===== src/rtl/ysyx_24090013_ifu.sv =====
// ysyx_24090013_ifu: pipelined instruction fetch unit with prefetch FIFO.
// Issues fetches over a valid/ready request channel, buffers in-order
// responses and hands instructions to decode; redirect flushes in-flight work.
//
// Ports:
//   clk, rst                  clock (rising edge), async active-high reset
//   imem_req_valid/ready/addr fetch request channel (word-aligned address)
//   imem_rsp_valid/data       in-order response channel, no backpressure
//   inst_valid/ready/data/pc  instruction hand-off to decode
//   redirect_valid/pc         flush and restart fetch at redirect_pc
//
// Optional build macro IFU_ACCESS_FAULT_EN adds imem_rsp_err / inst_fault.
// A faulting response is tagged in the FIFO and halts fetch until redirect.
module ysyx_24090013_ifu #(
    parameter int              XLEN       = 32,
    parameter logic [XLEN-1:0] RESET_PC   = 32'h8000_0000,
    parameter int              FIFO_DEPTH = 4
) (
    input  logic            clk,
    input  logic            rst,
    output logic            imem_req_valid,
    input  logic            imem_req_ready,
    output logic [XLEN-1:0] imem_req_addr,
    input  logic            imem_rsp_valid,
    input  logic [31:0]     imem_rsp_data,
`ifdef IFU_ACCESS_FAULT_EN
    input  logic            imem_rsp_err,
    output logic            inst_fault,
`endif
    output logic            inst_valid,
    input  logic            inst_ready,
    output logic [31:0]     inst_data,
    output logic [XLEN-1:0] inst_pc,
    input  logic            redirect_valid,
    input  logic [XLEN-1:0] redirect_pc
);

    localparam int AW = $clog2(FIFO_DEPTH);
    localparam int CW = AW + 1;

    logic [XLEN-1:0] fetch_pc;
    logic [XLEN-1:0] rsp_pc;
    logic [XLEN-1:0] redir_pc;
    logic [CW-1:0]   count;
    logic [CW-1:0]   outstanding;
    logic [CW-1:0]   drop_cnt;
    logic [AW-1:0]   wr_ptr;
    logic [AW-1:0]   rd_ptr;

    logic [31:0]     fifo_data [FIFO_DEPTH];
    logic [XLEN-1:0] fifo_pc   [FIFO_DEPTH];

    logic [CW:0]     inflight;
    logic            credit_ok;
    logic            halted;
    logic            req_fire;
    logic            rsp_accept;
    logic            rsp_drop;
    logic            push;
    logic            pop;
    logic            not_empty;

    // FIFO occupancy plus requests in flight bounds every future push,
    // so the FIFO can never overflow.
    assign inflight  = {1'b0, count} + {1'b0, outstanding};
    assign credit_ok = inflight < (CW+1)'(FIFO_DEPTH);
    assign redir_pc  = {redirect_pc[XLEN-1:2], 2'b00};
    assign not_empty = count != '0;

    assign imem_req_valid = !rst && !redirect_valid && credit_ok && !halted;
    assign imem_req_addr  = fetch_pc;
    assign req_fire       = imem_req_valid && imem_req_ready;

    // A response with nothing outstanding is a protocol error and ignored.
    assign rsp_accept = imem_rsp_valid && (outstanding != '0);
    // Responses in the redirect cycle belong to the old stream.
    assign rsp_drop   = rsp_accept && (redirect_valid || drop_cnt != '0);
    assign push       = rsp_accept && !rsp_drop;

    assign inst_valid = not_empty && !redirect_valid;
    assign pop        = inst_valid && inst_ready;

    assign inst_data  = not_empty ? fifo_data[rd_ptr] : 32'd0;
    assign inst_pc    = not_empty ? fifo_pc[rd_ptr] : rsp_pc;

    always_ff @(posedge clk or posedge rst) begin
        if (rst) begin
            fetch_pc    <= RESET_PC;
            rsp_pc      <= RESET_PC;
            count       <= '0;
            outstanding <= '0;
            drop_cnt    <= '0;
            wr_ptr      <= '0;
            rd_ptr      <= '0;
        end else begin
            // No request fires during redirect, so this holds in all cycles.
            outstanding <= outstanding + CW'(req_fire) - CW'(rsp_accept);
            if (redirect_valid) begin
                fetch_pc <= redir_pc;
                rsp_pc   <= redir_pc;
                count    <= '0;
                wr_ptr   <= '0;
                rd_ptr   <= '0;
                // Everything still in flight after this cycle is stale.
                drop_cnt <= outstanding - CW'(rsp_accept);
            end else begin
                if (req_fire) begin
                    fetch_pc <= fetch_pc + XLEN'(4);
                end
                if (push) begin
                    rsp_pc <= rsp_pc + XLEN'(4);
                    wr_ptr <= wr_ptr + AW'(1);
                end
                if (pop) begin
                    rd_ptr <= rd_ptr + AW'(1);
                end
                if (rsp_drop) begin
                    drop_cnt <= drop_cnt - CW'(1);
                end
                count <= count + CW'(push) - CW'(pop);
            end
        end
    end

    // Storage needs no reset: entries are only read when count says valid.
    always_ff @(posedge clk) begin
        if (push) begin
            fifo_data[wr_ptr] <= imem_rsp_data;
            fifo_pc[wr_ptr]   <= rsp_pc;
        end
    end

`ifdef IFU_ACCESS_FAULT_EN
    logic fifo_fault [FIFO_DEPTH];

    always_ff @(posedge clk) begin
        if (push) begin
            fifo_fault[wr_ptr] <= imem_rsp_err;
        end
    end

    // Stop fetching past a faulting fetch; only a redirect can resume.
    always_ff @(posedge clk or posedge rst) begin
        if (rst) begin
            halted <= 1'b0;
        end else if (redirect_valid) begin
            halted <= 1'b0;
        end else if (push && imem_rsp_err) begin
            halted <= 1'b1;
        end
    end

    assign inst_fault = not_empty ? fifo_fault[rd_ptr] : 1'b0;
`else
    assign halted = 1'b0;
`endif

`ifndef SYNTHESIS
    rsp_without_request: assert property (
        @(posedge clk) disable iff (rst)
        imem_rsp_valid |-> (outstanding != '0)
    );
`endif

endmodule


===== config.mk =====
export PLATFORM = sky130hd
export DESIGN_NAME = ysyx_24090013_ifu
export DESIGN_NICKNAME = d
export VERILOG_FILES = /design/src/rtl/ysyx_24090013_ifu.sv
export SDC_FILE = /design/constraint.sdc
export NUM_CORES = 1
export LEC_CHECK = 0
export CORE_ASPECT_RATIO = 1.25
export CORE_MARGIN = 3
export CORE_UTILIZATION = 45
export DETAILED_ROUTE_END_ITERATION = 10
export HOLD_SLACK_MARGIN = 0.02
export PLACE_DENSITY = 0.72
export SYNTH_ARGS = -nofsm -noshare
export SYNTH_HDL_FRONTEND = slang
export SYNTH_SLANG_ARGS = --single-unit

===== constraint.sdc =====
create_clock -name clk -period 3.7 [get_ports clk]
set_input_delay 1.11 -clock clk [delete_from_list [all_inputs] [get_ports clk]]
set_output_delay 1.11 -clock clk [all_outputs]
set_load 0.02 [all_outputs]

* Word level (Yosys, flattened, before mapping) *
Memories as Yosys holds them, arrays and structs flattened.
Index checks and enable logic that the tools add are counted.

word-level totals
  register bits after elaboration = 77
  bits in writable memories = 256
  input port bits = 70
  output and inout bits = 98
  word-level logic and storage cells = 55
  memories kept = 2

operators by class
  add/subtract/negate cells = 11
  magnitude comparators = 1
  mux-type cells = 15
  reduce and logical (&&, ||, !) cells = 19

memory list
  name       words  bits a word  rd ports  clocked after memory_dff  write ports  line  text
  fifo_data  4      32           1         0                         1            50    logic [31:0] fifo_data [FIFO_DEPTH];
  fifo_pc    4      32           1         0                         1            51    logic [XLEN-1:0] fifo_pc [FIFO_DEPTH];

operator list
  cell                                                         number
  2-to-1 mux 32 bit                                            6
  adder 32 x 3 -> 32 bit (second input constant)               2
  2-to-1 mux 3 bit                                             3
  nonzero test 3 bit                                           3
  subtractor 3 x 1 -> 3 bit                                    3
  logical AND 1 bit                                            8
  2-to-1 mux 2 bit                                             4
  nonzero test 2 bit                                           4
  adder 3 x 1 -> 3 bit                                         2
  adder 2 x 1 -> 2 bit (second input constant)                 2
  adder 3 x 3 -> 4 bit                                         1
  less-than comparator 4 x 3 -> 1 bit (second input constant)  1
  logical NOT 1 bit                                            3
  subtractor 3 x 1 -> 3 bit (second input constant)            1
  2-to-1 mux 1 bit                                             2
  logical OR 1 bit                                             1

* Longest topological paths before layout *
  word-level depth = 8
  depth in mapped cells = 13
  depth with buffers taken out = 12

* Worst setup path after synthesis *
Ideal clock, no wire load.

  kind = input -> register
  start point = input port redirect_valid
  end point = memory fifo_data[1][0], enable pin
  setup time = 0.426 ns
  arrival time = 3.126 ns
  required time = 3.274 ns
  slack = 0.147 ns
  stages on the path = 3
  buffers on the path = 1
  cell sequence = clkbuf_1 > nor3_1 > and2_1

between the ends
  cells in the longest elaborated chain, start to end = 6

RTL lines
  element                                 line  text
  start, declared                         34    input logic redirect_valid,
  logical OR 1 bit                        77    assign rsp_drop = rsp_accept && (redirect_valid || drop_cnt != '0);
  logical AND 1 bit                       77
  logical NOT 1 bit                       78    assign push = rsp_accept && !rsp_drop;
  logical AND 1 bit                       78
  2-to-1 mux 1 bit                        127   if (push) begin
  2-to-1 mux 1 bit (not written as such)  128   fifo_data[wr_ptr] <= imem_rsp_data;
  end, declared                           50

Every way passes these cells.

* Worst setup path after layout *
  start point = input port rst
  end point = output port imem_req_valid

between the ends
  cells in the longest elaborated chain, start to end = 3

RTL lines
  element                             line  text
  start, declared                     20    input logic rst,
  logical NOT 1 bit (no source line)  --
  logical AND 1 bit (2 in a row)      70    assign imem_req_valid = !rst && !redirect_valid && credit_ok && !halted;
  end, declared                       21    output logic imem_req_valid,

Every way passes these cells.

==> results.py <==
metrics = {
    "placement": {
        "gp_congestion": 0.866,
        "dp.cells": 1478,
        "port_buffers": 161,
        "hpwl_um": 20000,
        "placed_area_um2": 16200,
    },
    "clock_network": {
        "cts_made_buffers": 31,
        "clk_path_buf_depth": 3,
        "clk_latency_ns": 0.55,
        "cts_root_buf": "clkbuf_16",
        "h-tree-depth": 1,
        "cts_tree": "built",
        "cts_sinks": 321,
        "clkTransAtPathRegs_ns": 0.07,
        "hold_buffers": 0,
    },
    "timing": {
        "rsz0062_at_grt": "false",
        "period_share": 0.976,
        "slew_headroom": 0.359,
        "slew_viol_final": 0,
        "hold_violations": 0,
        "fmax_mhz": 277,
        "worst_pin_slew_ns": 0.957,
        "finalCriticalPeriod_ns": 3.61,
        "fin_setup_tns_ns": 0,
        "report.final.setup_viol": 0,
        "skew_ns": 0.0213,
    },
    "finish": {
        "final_area_um2": 17300,
        "final_nets": 1205,
        "drive_above_1_share": 0.161,
        "final_cells": 1542,
        "antennaDiodeCount": 0,
        "utilization": 0.572,
        "area_growth_pct": 24.9,
    },
    "logic_synthesis": {
        "synth_most_common_cell": "edfxtp_1",
        "synth-seq-cells": 321,
        "async_flop_share": 0.227,
        "yosysSeqAreaShare": 0.671,
        "syn_inst": 924,
        "netlist_top_cells_area": "edfxtp_1, dfrtp_1, mux4_2, nand2_1, and2_1",
        "synth_common_cells": "edfxtp_1, nand2_1, dfrtp_1",
        "syn_area_um2": 13800,
        "synth-edff-count": 248,
        "syn_avg_cell_area_um2": 15.0,
        "yosysTopAreaCell": "edfxtp_1",
        "ys.flop_type": "edfxtp_1",
        "synth_top_cell_area_share": 0.538,
        "ys_warn_count": 0,
        "synth_cell_type_count": 55,
    },
    "route": {
        "wire_per_inst_um": 20.0,
        "met1Wirelength_um": 13200,
        "viasPerCell": 5.47,
        "drtPass1Iterations": 7,
        "ant_nets": 0,
        "wl_met2_um": 15200,
        "drtIter0Drc": 658,
        "top_layer": "met4",
        "wl_met3_um": 1760,
        "dr_total_vias": 8433,
        "drt-total-wl_um": 30800,
        "drc": 0,
    },
    "setup_path": {
        "path_class": "in2out",
        "crit_path_frequent_cell": "clkdlybuf4s50_1",
        "cp_top_family": "buffers and inverters",
        "worstRegToRegCells": 12,
        "required_ns": 2.59,
        "crit_path_max_incr_delay_ns": 0.60,
        "crit_path_end_kind": "output pin",
        "regToRegStartpoint": "drop_cnt[0]$_DFFE_PP0P_",
        "reg2reg_to": "count[2]$_DFF_PP0_",
        "worstPathCellList": "clkdlybuf4s50_1 > nor3_1 > and3_1 > clkdlybuf4s50_1",
        "cp_data_arrival_time_ns": 2.50,
        "reg2reg_slack_ns": 1.15,
        "crit_slowest_cell": "clkdlybuf4s50_1",
        "start_kind": "primary input",
        "critPathBufInv": 2,
        "crit_fanout": 2,
    },
    "die": {
        "io_pins": 168,
        "initial_core_util": 0.458,
        "die_w_um": 163,
        "die-area_um2": 32900,
        "coreArea_um2": 30200,
        "fp.dieH_um": 202,
        "row_count": 71,
    },
    "power": {
        "peakVddDrop_uv": 350,
        "p_leak_nw": 6.42,
        "total_power_mw": 11.5,
        "p_per_area_nw_per_um2": 664,
    },
    "worst_hold_path": {
        "worstHoldStart": "rsp_pc[5]$_DFFE_PP0N_",
        "hold_depth": 0,
        "holdCritPathClass": "reg2reg",
        "hold_path_end": "fifo_pc[0][5]$_DFFE_PP_",
    },
    "global_routing": {
        "antenna_found_initial": 0,
        "grt_use_total": 0.186,
        "grt_pass1_wl_um": 48500,
        "grt_pass1_vias": 8697,
        "grt_max_degree": 63,
        "overflow": 0,
    },
    "run_status": {
        "status": "complete, no violations",
    },
    "job": {
        "maxCapViolations": 0,
    },
}
==> sequential cells by signal, indices dropped and copies added, names as in the netlist <==
signal / count
drop_cnt: 3
rd_ptr: 2
imem_req_addr: 30
fifo_data: 128
fifo_pc: 120
wr_ptr: 2
outstanding: 3
rsp_pc: 30
count: 3
==> cell usage in the layout, fill, tap and decap left out, drive strengths merged, types with 28 or more instances in the layout <==
cell	n
and2	44
buf	42
clkbuf	35
clkdlybuf4s50	127
dfrtp	71
dlymetal6s2s	28
edfxtp	248
mux4	62
nand2	138
nand3	43
nor2	29
o21ai	34
==> logic make-up after synthesis <==
kind of cell    after synthesis  share of synthesized area
xor+xnor                     41                     0.0260
compound gates               79                     0.0361
fa+ha+maj                    18                     0.0174
simple gates                327                      0.122
buf+inv                      67                     0.0204
flops                       321                      0.671
other cells                   1                   0.000271
mux                          70                      0.107
==> routing by layer <==
layer	global-route usage	vias to the layer above
met3	0.0275	49
met5	0	-
li1	-	3862
met4	0.0511	0
met1	0.253	4211
met2	0.314	311
==> final cells by class <==
class / count / area, um2
well taps: 401 / 502
clock buffers: 35 / 791
multi-input cells: 539 / 4300
repair buffers: 202 / 2160
flip-flops and latches: 321 / 9280
clock inverters: 22 / 156
fillers: 2399 / 12900
inverters: 22 / 82.6
==> power breakdown <==
part           switching (mW)  total (mW)  internal, mW
Clock                    1.30        2.97          1.66
Sequential              0.238        4.37          4.13
Combinational            2.23        4.13          1.91
==> worst reg2reg max path, stage by stage (launching register included) <==
cell and delay, ns:
dfrtp_1 0.36, inv_1 0.11, ha_1 0.16, nand2b_1 0.27, nor3_1 0.34, inv_1 0.07
ha_1 0.27, inv_1 0.06, ha_1 0.12, inv_1 0.05, fa_1 0.39, xnor2_1 0.17
nor2_1 0.06
==> worst max path at each step <==
| stage | slack [ns] | from | depth (start not counted) | to |
|---|---|---|---|---|
| after detailed placement | 0.11 | rst | 4 | imem_req_valid |
| after global placement | 0.09 | rst | 4 | imem_req_valid |
| after global routing | 0.0008 | rd_ptr[0]$_DFFE_PP0P_ | 6 | inst_pc[23] |
| final | 0.09 | rst | 4 | imem_req_valid |
| after CTS | 0.006 | rd_ptr[0]$_DFFE_PP0P_ | 5 | inst_data[10] |
| after floorplan | 0.15 | redirect_valid | 3 | fifo_data[1][0]$_DFFE_PP_ |
==> per-stage QoR <==
stage	setup WS (ns)	hold slack (ns)
floorplan	0.147	0.471
global placement	0.0945	0.491
detailed placement	0.112	0.484
CTS	0.00626	0.500
global route	0.000768	0.523
finish	0.0895	0.502
==> timing repair <==
item | CTS | global route
setup endpoints to repair | 62 | 36
buffers inserted | 7 | 0
resized for setup | 10 | 29
No activity file was read; power rests on OpenSTA's default activity.
